--- src/rtl/t80_memarb.sv ---
// ============================================================================
//  Module   : t80_memarb
//  Purpose  : Single-port SRAM arbiter between the T80 core and the host CPU,
//             with wait states, fixed/round-robin priority and a T80
//             write-protected low region.
//  Revision : 1.0 - initial parametrised release
// ============================================================================
`default_nettype none

module t80_memarb #(
  parameter int asz         = 11,
  parameter int dsz         = 8,
  parameter int wait_states = 0,
  parameter int prio_mode   = 0,
  parameter int rom_top     = 0
) (
  input  logic           clk250,
  input  logic           reset,
  input  logic           mem_req,
  input  logic           mem_rd,
  input  logic [asz-1:0] addr,
  input  logic [dsz-1:0] ram_wdata,
  output logic           mem_ack,
  output logic [dsz-1:0] ram_rdata,
  input  logic           cpu_t80_mem_req,
  input  logic           cpu_t80_mem_read,
  input  logic [asz-1:0] cpu_t80_addr,
  input  logic [dsz-1:0] cpu_t80_mem_wdata,
  output logic           t80_cpu_mem_ack,
  output logic [dsz-1:0] t80_cpu_mem_rdata,
  output logic           sram_cs,
  output logic           sram_we,
  output logic [asz-1:0] sram_addr,
  output logic [dsz-1:0] sram_wd,
  input  logic [dsz-1:0] sram_rd,
  output logic           wp_viol
);

  localparam logic [2:0] S_IDLE   = 3'd0;
  localparam logic [2:0] S_ACCESS = 3'd1;
  localparam logic [2:0] S_WAIT   = 3'd2;
  localparam logic [2:0] S_LATCH  = 3'd3;
  localparam logic [2:0] S_DONE   = 3'd4;

  localparam logic [3:0] c_wait    = 4'(wait_states);
  localparam logic [asz:0] c_rom_top = (asz+1)'(rom_top);

  logic [2:0]     r_state;
  logic [3:0]     r_wcnt;
  logic           r_gnt_host;
  logic           r_last_host;
  logic           r_host_armed;
  logic           r_rd;
  logic           r_blocked;
  logic [asz-1:0] r_addr;
  logic [dsz-1:0] r_wdata;
  logic [dsz-1:0] r_ram_rdata;
  logic [dsz-1:0] r_host_rdata;

  logic w_t80_pend;
  logic w_host_pend;
  logic w_pick_host;
  logic w_t80_blocked;

  always_comb begin
    w_t80_pend    = mem_req;
    w_host_pend   = cpu_t80_mem_req & r_host_armed;
    w_t80_blocked = ~mem_rd & ({1'b0, addr} < c_rom_top);
    // On a tie, round-robin favours whoever did not win the previous grant.
    if (w_t80_pend && w_host_pend)
      w_pick_host = (prio_mode != 0) ? ~r_last_host : 1'b0;
    else
      w_pick_host = w_host_pend;
  end

  always_ff @(posedge clk250) begin
    if (reset) begin
      r_state      <= S_IDLE;
      r_wcnt       <= 4'd0;
      r_gnt_host   <= 1'b0;
      r_last_host  <= 1'b1;
      r_host_armed <= 1'b1;
      r_rd         <= 1'b0;
      r_blocked    <= 1'b0;
      r_addr       <= '0;
      r_wdata      <= '0;
      r_ram_rdata  <= '0;
      r_host_rdata <= '0;
    end else begin
      if (!cpu_t80_mem_req)
        r_host_armed <= 1'b1;
      else if (r_state == S_IDLE && w_host_pend && w_pick_host)
        r_host_armed <= 1'b0;

      case (r_state)
        S_IDLE: begin
          if (w_t80_pend || w_host_pend) begin
            r_gnt_host  <= w_pick_host;
            r_last_host <= w_pick_host;
            r_addr      <= w_pick_host ? cpu_t80_addr      : addr;
            r_wdata     <= w_pick_host ? cpu_t80_mem_wdata : ram_wdata;
            r_rd        <= w_pick_host ? cpu_t80_mem_read  : mem_rd;
            r_blocked   <= ~w_pick_host & w_t80_blocked;
            r_state     <= S_ACCESS;
          end
        end
        S_ACCESS: begin
          if (c_wait == 4'd0) begin
            r_state <= S_LATCH;
          end else begin
            r_wcnt  <= c_wait - 4'd1;
            r_state <= S_WAIT;
          end
        end
        S_WAIT: begin
          if (r_wcnt == 4'd0)
            r_state <= S_LATCH;
          else
            r_wcnt <= r_wcnt - 4'd1;
        end
        S_LATCH: begin
          if (r_rd) begin
            if (r_gnt_host)
              r_host_rdata <= sram_rd;
            else
              r_ram_rdata  <= sram_rd;
          end
          r_state <= S_DONE;
        end
        S_DONE:  r_state <= S_IDLE;
        default: r_state <= S_IDLE;
      endcase
    end
  end

  // A blocked write still strobes the SRAM, but only as a harmless read.
  assign sram_cs           = (r_state == S_ACCESS);
  assign sram_we           = sram_cs & ~r_rd & ~r_blocked;
  assign sram_addr         = sram_cs ? r_addr  : '0;
  assign sram_wd           = sram_cs ? r_wdata : '0;
  assign mem_ack           = (r_state == S_DONE) & ~r_gnt_host;
  assign t80_cpu_mem_ack   = (r_state == S_DONE) &  r_gnt_host;
  assign wp_viol           = (r_state == S_DONE) &  r_blocked;
  assign ram_rdata         = r_ram_rdata;
  assign t80_cpu_mem_rdata = r_host_rdata;

endmodule

`default_nettype wire
--- config.mk ---
export PLATFORM = sky130hd
export DESIGN_NAME = t80_memarb
export DESIGN_NICKNAME = d
export VERILOG_FILES = /design/src/rtl/t80_memarb.sv
export SDC_FILE = /design/constraint.sdc
export NUM_CORES = 1
export LEC_CHECK = 0
export CAP_MARGIN = 10
export CORE_MARGIN = 3
export CORE_UTILIZATION = 28
export DETAILED_ROUTE_END_ITERATION = 10
export PLACE_DENSITY = 0.57
export RECOVER_POWER = 25
export SYNTH_ARGS = -nofsm -noshare
export SYNTH_HDL_FRONTEND = slang
export SYNTH_SLANG_ARGS = --single-unit
--- constraint.sdc ---
create_clock -name clk250 -period 1.98 [get_ports clk250]
set_input_delay 0.297 -clock clk250 [delete_from_list [all_inputs] [get_ports clk250]]
set_output_delay 0.297 -clock clk250 [all_outputs]
set_load 0.01 [all_outputs]
==> out/metrics.csv, run 1 <==
stage,metric,value,unit
hold_path,min-delay worst type,reg2reg,
place,pre-CTS worst setup slack,0.165,ns
critical_path,CP Data Arrival Time,1.60,ns
route,via count,2024,
global_routing,global-route wire length before repair,9.82,mm
sta,Final min period,1.90,ns
die,Rows,30,
clock_tree,CTS tree,built,
sta,final number of max-transition violations,0,
clock_tree,Worst-path clk slew,0.09,ns
cells_and_area,ant diodes,0,
die,Die H,92.0,µm
sta,Fin. Hold Viols,0,
clock_tree,Worst-Skew Late Latency,0.30,ns
global_routing,GRT Overall Usage,14.2,%
clock_tree,Clock Sinks,45,
place,GPL Wtd Cong,0.740,
cells_and_area,Fillers,696,
critical_path,"Req. time, crit path",1.68,ns
run_status,status,"finished, final reports clean",
sta,slack of the critical path,0.0784,ns
cells_and_area,Layout Nets,381,
die,initial core utilization,29.7,%
place,hpwl dp,3.96,mm
pwr,total power,2400,µW
logic_synthesis,"Net Count, Synth",294,
logic_synthesis,"Seq/Total Area, Yosys",43.5,%
logic_synthesis,Post-Synthesis Cells,241,
sta,Least-Margin Pin Slew,0.934,ns
logic_synthesis,synthesized area,0.00207,mm²
cells_and_area,Layout area overhead,54.6,%
sta,f_max,526,MHz
sta,final setup fails,0,
global_routing,grt total ovfl,0,
cells_and_area,layout cells sized above 1,8.51,%
global_routing,initial antenna violation count,0,
logic_synthesis,Synth Register Bits,45,
route,"antenna viol nets, final",0,
pwr,Worst IR Drop VDD,0.291,mV
clock_tree,Clock Path Buffers,2,
route,drt first-iter violations,83,
route,WL per Instance,14.0,µm
clock_tree,H-tree depth,2,
logic_synthesis,"Avg Cell Area, Syn",8.60,µm²
logic_synthesis,warnings from Yosys,0,
pwr,Power per Cell Area,748,mW/mm²
critical_path,startpoint types,flip-flop,
global_routing,vias in the first global route,1992,
die,# IOs,92,
sta,clk_skew,0.00440,ns
logic_synthesis,Cell variety after synth,29,
sta,Setup TNS,0,ns
critical_path,Worst Path Max Fanout,6,
clock_tree,clock buffer count from CTS,5,
route,1st-pass router iterations,4,
die,core area,0.00698,mm²
route,Via density,4.76,
sta,unrepaired setup endpoints after global routing,no,
place,I/O Buffers,90,
route,routed wire length,5.97,mm
die,Die Wd,92.0,µm
pwr,LEAKAGE,0.00131,µW
critical_path,Crit Path Class,reg2out,
die,die area,0.00847,mm²
route,DRC errors left,0,
clock_tree,Clk Tree Root Cell,clkbuf_8,
sta,Final period util,96.0,%
critical_path,Setup crit end kind,output port,
sta,Slew HR,37.8,%
job,max-cap viol count,0,
global_routing,largest net degree at the start of global routing,46,
[final timing paths]
| path | from | end | slack [ns] | cells past startpoint |
|---|---|---|---|---|
| setup reg to reg | r_state[1] | r_wdata[5] | 0.18 | 4 |
| setup / recovery | r_state[0] | sram_cs | 0.08 | 3 |
| hold / removal | ram_rdata[0] | ram_rdata[0] | 0.48 | 2 |
| hold reg to reg | ram_rdata[0] | ram_rdata[0] | 0.48 | 2 |
[report_power, final]
group          switching [µW]  internal, µW
Combinational             288           338
Clock                     313           410
Sequential               53.5           995
Total                     655          1740
[area by class of cell]
cell class | count | area [µm²] | area share (%)
sequential | 45 | 905 | 28.2
inverter | 24 | 90.1 | 2.81
clock buffer | 6 | 82.6 | 2.58
timing repair buffer | 104 | 996 | 31.1
clock inverter | 2 | 37.5 | 1.17
multi-input combinational | 148 | 973 | 30.4
tap | 96 | 120 | 3.75
[registers in the layout, summed over array words and instances (netlist names)]
signal,count
ram_rdata,8
r_gnt_host,1
r_host_armed,1
r_state,3
r_wcnt,4
r_rd,1
t80_cpu_mem_rdata,8
r_wdata,8
r_addr,11
[cells by family (layout without fill, tap and decap cells)]
logic type               Yosys count  in the layout  synth area share [%]
AND/OR/NAND/NOR                   61             61                  18.4
XOR/XNOR                           1              1                 0.423
flip-flops                        45             45                  43.5
other                              1              1                 0.181
adder cells (fa/ha/maj)            1              1                 0.604
buffers and inverters             48            136                  10.4
AO/OA/AOI/OAI                     84             84                  26.5
[layout by cell type, fill, tap and decap left out, drive strengths merged, types with 2 or more instances in the layout]
cell,n
clkdlybuf4s50,66
buf,13
dlygate4sd2,22
nand3,16
o221a,20
clkbuf,7
a21oi,41
o21ai,22
nor2b,2
inv,24
nor3,2
dlygate4sd3,2
or4,2
dfxtp,45
nor4b,2
and3,2
nor2,2
or3,5
and2,19
nand2,2
nor3b,3
[synthesized netlist by cell type]
master | number | share of area, %
a21oi_1 | 41 | 9.9
and2_1 | 19 | 5.7
and3_1 | 2 | 0.60
and4b_2 | 1 | 0.54
buf_2 | 4 | 0.97
buf_4 | 2 | 0.72
buf_6 | 3 | 1.6
clkbuf_1 | 15 | 2.7
conb_1 | 1 | 0.18
dfxtp_1 | 45 | 43
ha_1 | 1 | 0.60
inv_1 | 24 | 4.3
nand2_1 | 2 | 0.36
nand3_1 | 16 | 3.9
nand3b_1 | 1 | 0.36
nand4b_1 | 1 | 0.42
nor2_1 | 2 | 0.36
nor2b_1 | 2 | 0.60
nor3_1 | 2 | 0.48
nor3b_1 | 3 | 1.1
nor4b_1 | 2 | 0.85
o21ai_0 | 22 | 5.3
o221a_1 | 20 | 11
o2bb2ai_1 | 1 | 0.42
or3_1 | 3 | 0.91
or3_4 | 2 | 1.1
or3b_1 | 1 | 0.42
or4_1 | 2 | 0.72
xnor2_1 | 1 | 0.42
[critical path, cell delays in order (launching register included)]
cell and delay (ns):
dfxtp_4 0.38, nor3b_4 0.24, buf_6 0.16, clkdlybuf4s50_1 0.53
[per-layer routing]
layer	up-vias	global-route usage [%]	share of wire, %
met5	-	0	0
met4	0	3.34	1.0
met3	7	4.35	7.5
met2	71	22.1	44
met1	931	19.4	47
li1	1015	-	-
[stage by stage]
stage / hold slack (ns) / util, % / instance area [µm²] / cells
6_report: 0.479 / 45.9 / 3200 / 425
3_5_place_dp: 0.466 / 44.0 / 3070 / 414
5_1_grt: 0.502 / 45.9 / 3200 / 425
4_1_cts: 0.480 / 45.7 / 3190 / 423
2_1_floorplan: 0.384 / - / 2070 / 241
3_3_place_gp: 0.462 / 44.0 / 3070 / 414
[timing repair]
action,CTS,global route
hold buffers,0,0
endpoints found under the hold margin,0,0
endpoints found under the setup margin,21,1
resized for setup,28,0
buffers inserted,0,2
gates cloned,1,0
Note: power is estimated with default switching activity, not from simulation.
==> run 2: changes to the inputs <==
SKIP_LAST_GASP = 1   (was default)
==> run 2 against run 1 <==
The flow now finishes with violations (negative setup slack). Worst setup slack lost 0.20 ns. Final area grew 0.23%. Highest routed layer unchanged. Critical endpoint is now sram_wd[5]. Cell count shrank 0.24%. Fmax shrank 9.5%. Largest power group unchanged.
==> out/metrics.csv, run 2 (same netlist as run 1, synthesis figures left out) <==
stage,metric,value,unit,change
cells_and_area,layout cells sized above 1,8.23,%,-0.28 points
cells_and_area,"Most flops, register",r_addr,,
die,Rows,30,,unchanged
clock_tree,clock buffer count from CTS,5,,unchanged
cells_and_area,Layout Nets,380,,-0.26%
sta,Fin. Hold Viols,0,,unchanged
sta,Setup TNS,-2.03,ns,-2.03 ns
global_routing,initial antenna violation count,0,,unchanged
pwr,Worst IR Drop VDD,0.291,mV,about the same
die,# IOs,92,,unchanged
critical_path,"Req. time, crit path",1.68,ns,about the same
sta,final setup fails,22,,+22
hold_path,min-delay worst type,reg2reg,,
cells_and_area,most frequent cells in the layout,"clkdlybuf4s50_1, dfxtp_1, a21oi_1, inv_1, o21ai_0",,
pwr,LEAKAGE,0.00122,µW,-7.3%
route,via count,2018,,-0.30%
cells_and_area,fin util,46.0,%,+0.11 points
clock_tree,Clock Sinks,45,,unchanged
route,Via density,4.76,,about the same
critical_path,Buf/Inv on CP,2,,unchanged
sta,f_max,476,MHz,-9.5%
sta,clk_skew,0.00811,ns,+0.00371 ns
run_status,failing checks,negative setup slack,,
route,WL met3,454,µm,+1.8%
route,highest routed layer,met4,,
sta,unrepaired setup endpoints after global routing,yes,,
cells_and_area,Layout area overhead,55.0,%,
hold_path,Hold Path Stages,2,,unchanged
cells_and_area,ant diodes,0,,unchanged
critical_path,startpoint types,flip-flop,,
critical_path,Setup crit end kind,output port,,
sta,slack of the critical path,-0.120,ns,-0.199 ns
route,met2 wire length,2.61,mm,-0.72%
die,Die Wd,92.0,µm,unchanged
route,routed wire length,5.98,mm,+0.27%
critical_path,CP Cell Sequence,"nor3b_4, buf_6, and2_1, clkdlybuf4s50_1",,
place,dpl cells,414,,unchanged
route,1st-pass router iterations,4,,unchanged
die,core area,0.00698,mm²,unchanged
clock_tree,Clock Path Buffers,2,,unchanged
global_routing,global-route wire length before repair,9.83,mm,+0.14%
sta,Least-Margin Pin Slew,0.932,ns,-0.00145 ns
global_routing,GRT Overall Usage,14.3,%,+0.017 points
cells_and_area,"commonest non-fill, non-tap cell in the layout",clkdlybuf4s50_1,,
route,WL per Instance,14.1,µm,+0.50%
clock_tree,CTS tree,built,,
place,GPL Wtd Cong,0.740,,unchanged
sta,Final period util,106,%,+10 points
critical_path,CP peak stage delay,0.54,ns,about the same
critical_path,highest-delay cell along the critical path,clkdlybuf4s50_1,,
place,I/O Buffers,90,,unchanged
route,WL met1,2.86,mm,+0.95%
pwr,Power per Cell Area,752,mW/mm²,+0.53%
run_status,status,"finished, violations left",,
global_routing,vias in the first global route,1993,,+0.050%
critical_path,Crit Path Class,reg2out,,
job,max-cap viol count,0,,unchanged
clock_tree,Worst-path clk slew,0.09,ns,about the same
cells_and_area,fin cells,424,,-0.24%
die,Die H,92.0,µm,unchanged
sta,final number of max-transition violations,0,,unchanged
critical_path,worst reg2reg path depth,4,,unchanged
critical_path,CP Depth,4,,+1
route,drt first-iter violations,74,,-11%
route,"antenna viol nets, final",0,,unchanged
pwr,total power,2420,µW,+0.76%
critical_path,Worst Path Max Fanout,11,,+5
cells_and_area,number of flip-flops in the largest register,11,,unchanged
global_routing,largest net degree at the start of global routing,46,,unchanged
die,initial core utilization,29.7,%,unchanged
clock_tree,Clk Tree Root Cell,clkbuf_8,,
global_routing,grt total ovfl,0,,unchanged
route,DRC errors left,0,,unchanged
sta,Final min period,2.10,ns,+0.199 ns
place,pre-CTS worst setup slack,0.165,ns,unchanged
clock_tree,Worst-Skew Late Latency,0.30,ns,about the same
critical_path,CP top delay family,buffers and inverters,,
critical_path,CP Data Arrival Time,1.80,ns,+0.20 ns
die,die area,0.00847,mm²,unchanged
place,hpwl dp,3.96,mm,unchanged
clock_tree,H-tree depth,2,,unchanged
sta,Slew HR,37.9,%,+0.097 points
run 2: cell types whose count changed in the layout (fill, tap and decap cells not counted), sizes merged:
cell	delta
buf	-1
clkdlybuf4s50	+22
dlygate4sd2	-22
dlygate4sd3	-1
dlymetal6s2s	+1
run 2: stage by stage:
stage / hold WS [ns] / cell area, µm²
CTS: 0.480 / 3220
floorplan: 0.384 / 2070
global placement: 0.462 / 3070
global route: 0.502 / 3210
finish: 0.479 / 3210
detailed placement: 0.466 / 3070
run 2: timing repair:
action / in CTS / in global routing
hold buffers: 0 / 0
endpoints found under the setup margin: 21 / 23
buffers inserted: 0 / 1
gates resized for setup: 5 / 1
gates cloned: 1 / 0
run 2: tightest hold or removal path: cells and delay by family, from the launching register on:
kind | cells | cell delay (ns)
compound gates | 2 | 0.12
flops | 1 | 0.32
run 2: per-layer routing:
| layer | GRT usage, % | vias to the layer above |
|---|---|---|
| met5 | 0 | - |
| li1 | - | 1013 |
| met4 | 3.34 | 0 |
| met2 | 22.1 | 71 |
| met3 | 4.35 | 7 |
| met1 | 19.4 | 927 |
run 2: worst paths after layout:
| kind | end | slack, ns | from |
|---|---|---|---|
| worst min register to register | ram_rdata[0] | 0.48 | ram_rdata[0] |
| worst min-delay path | ram_rdata[0] | 0.48 | ram_rdata[0] |
| worst max-delay path | sram_wd[5] | -0.12 | r_state[0] |
| worst max register to register | r_wdata[5] | 0.17 | r_state[1] |
run 2: final cells by class:
type                       instances  area (µm²)
timing repair buffer             103        1010
tap                               96         120
inverter                          24        90.1
sequential                        45         902
fill                             687        3770
clock inverter                     2        37.5
multi-input combinational        148         973
clock buffer                       6        82.6
run 2: power by group:
part	internal [µW]	switching, µW	total [µW]
combinational	350	288	638
sequential	995	53.0	1050
clock	411	320	731
==> run 3: changes to the inputs <==
CTS_CLUSTER_SIZE = 30   (was default)
==> results of run 3 <==
Same layout as run 2: the final DEF is identical, and so are final timing and power.
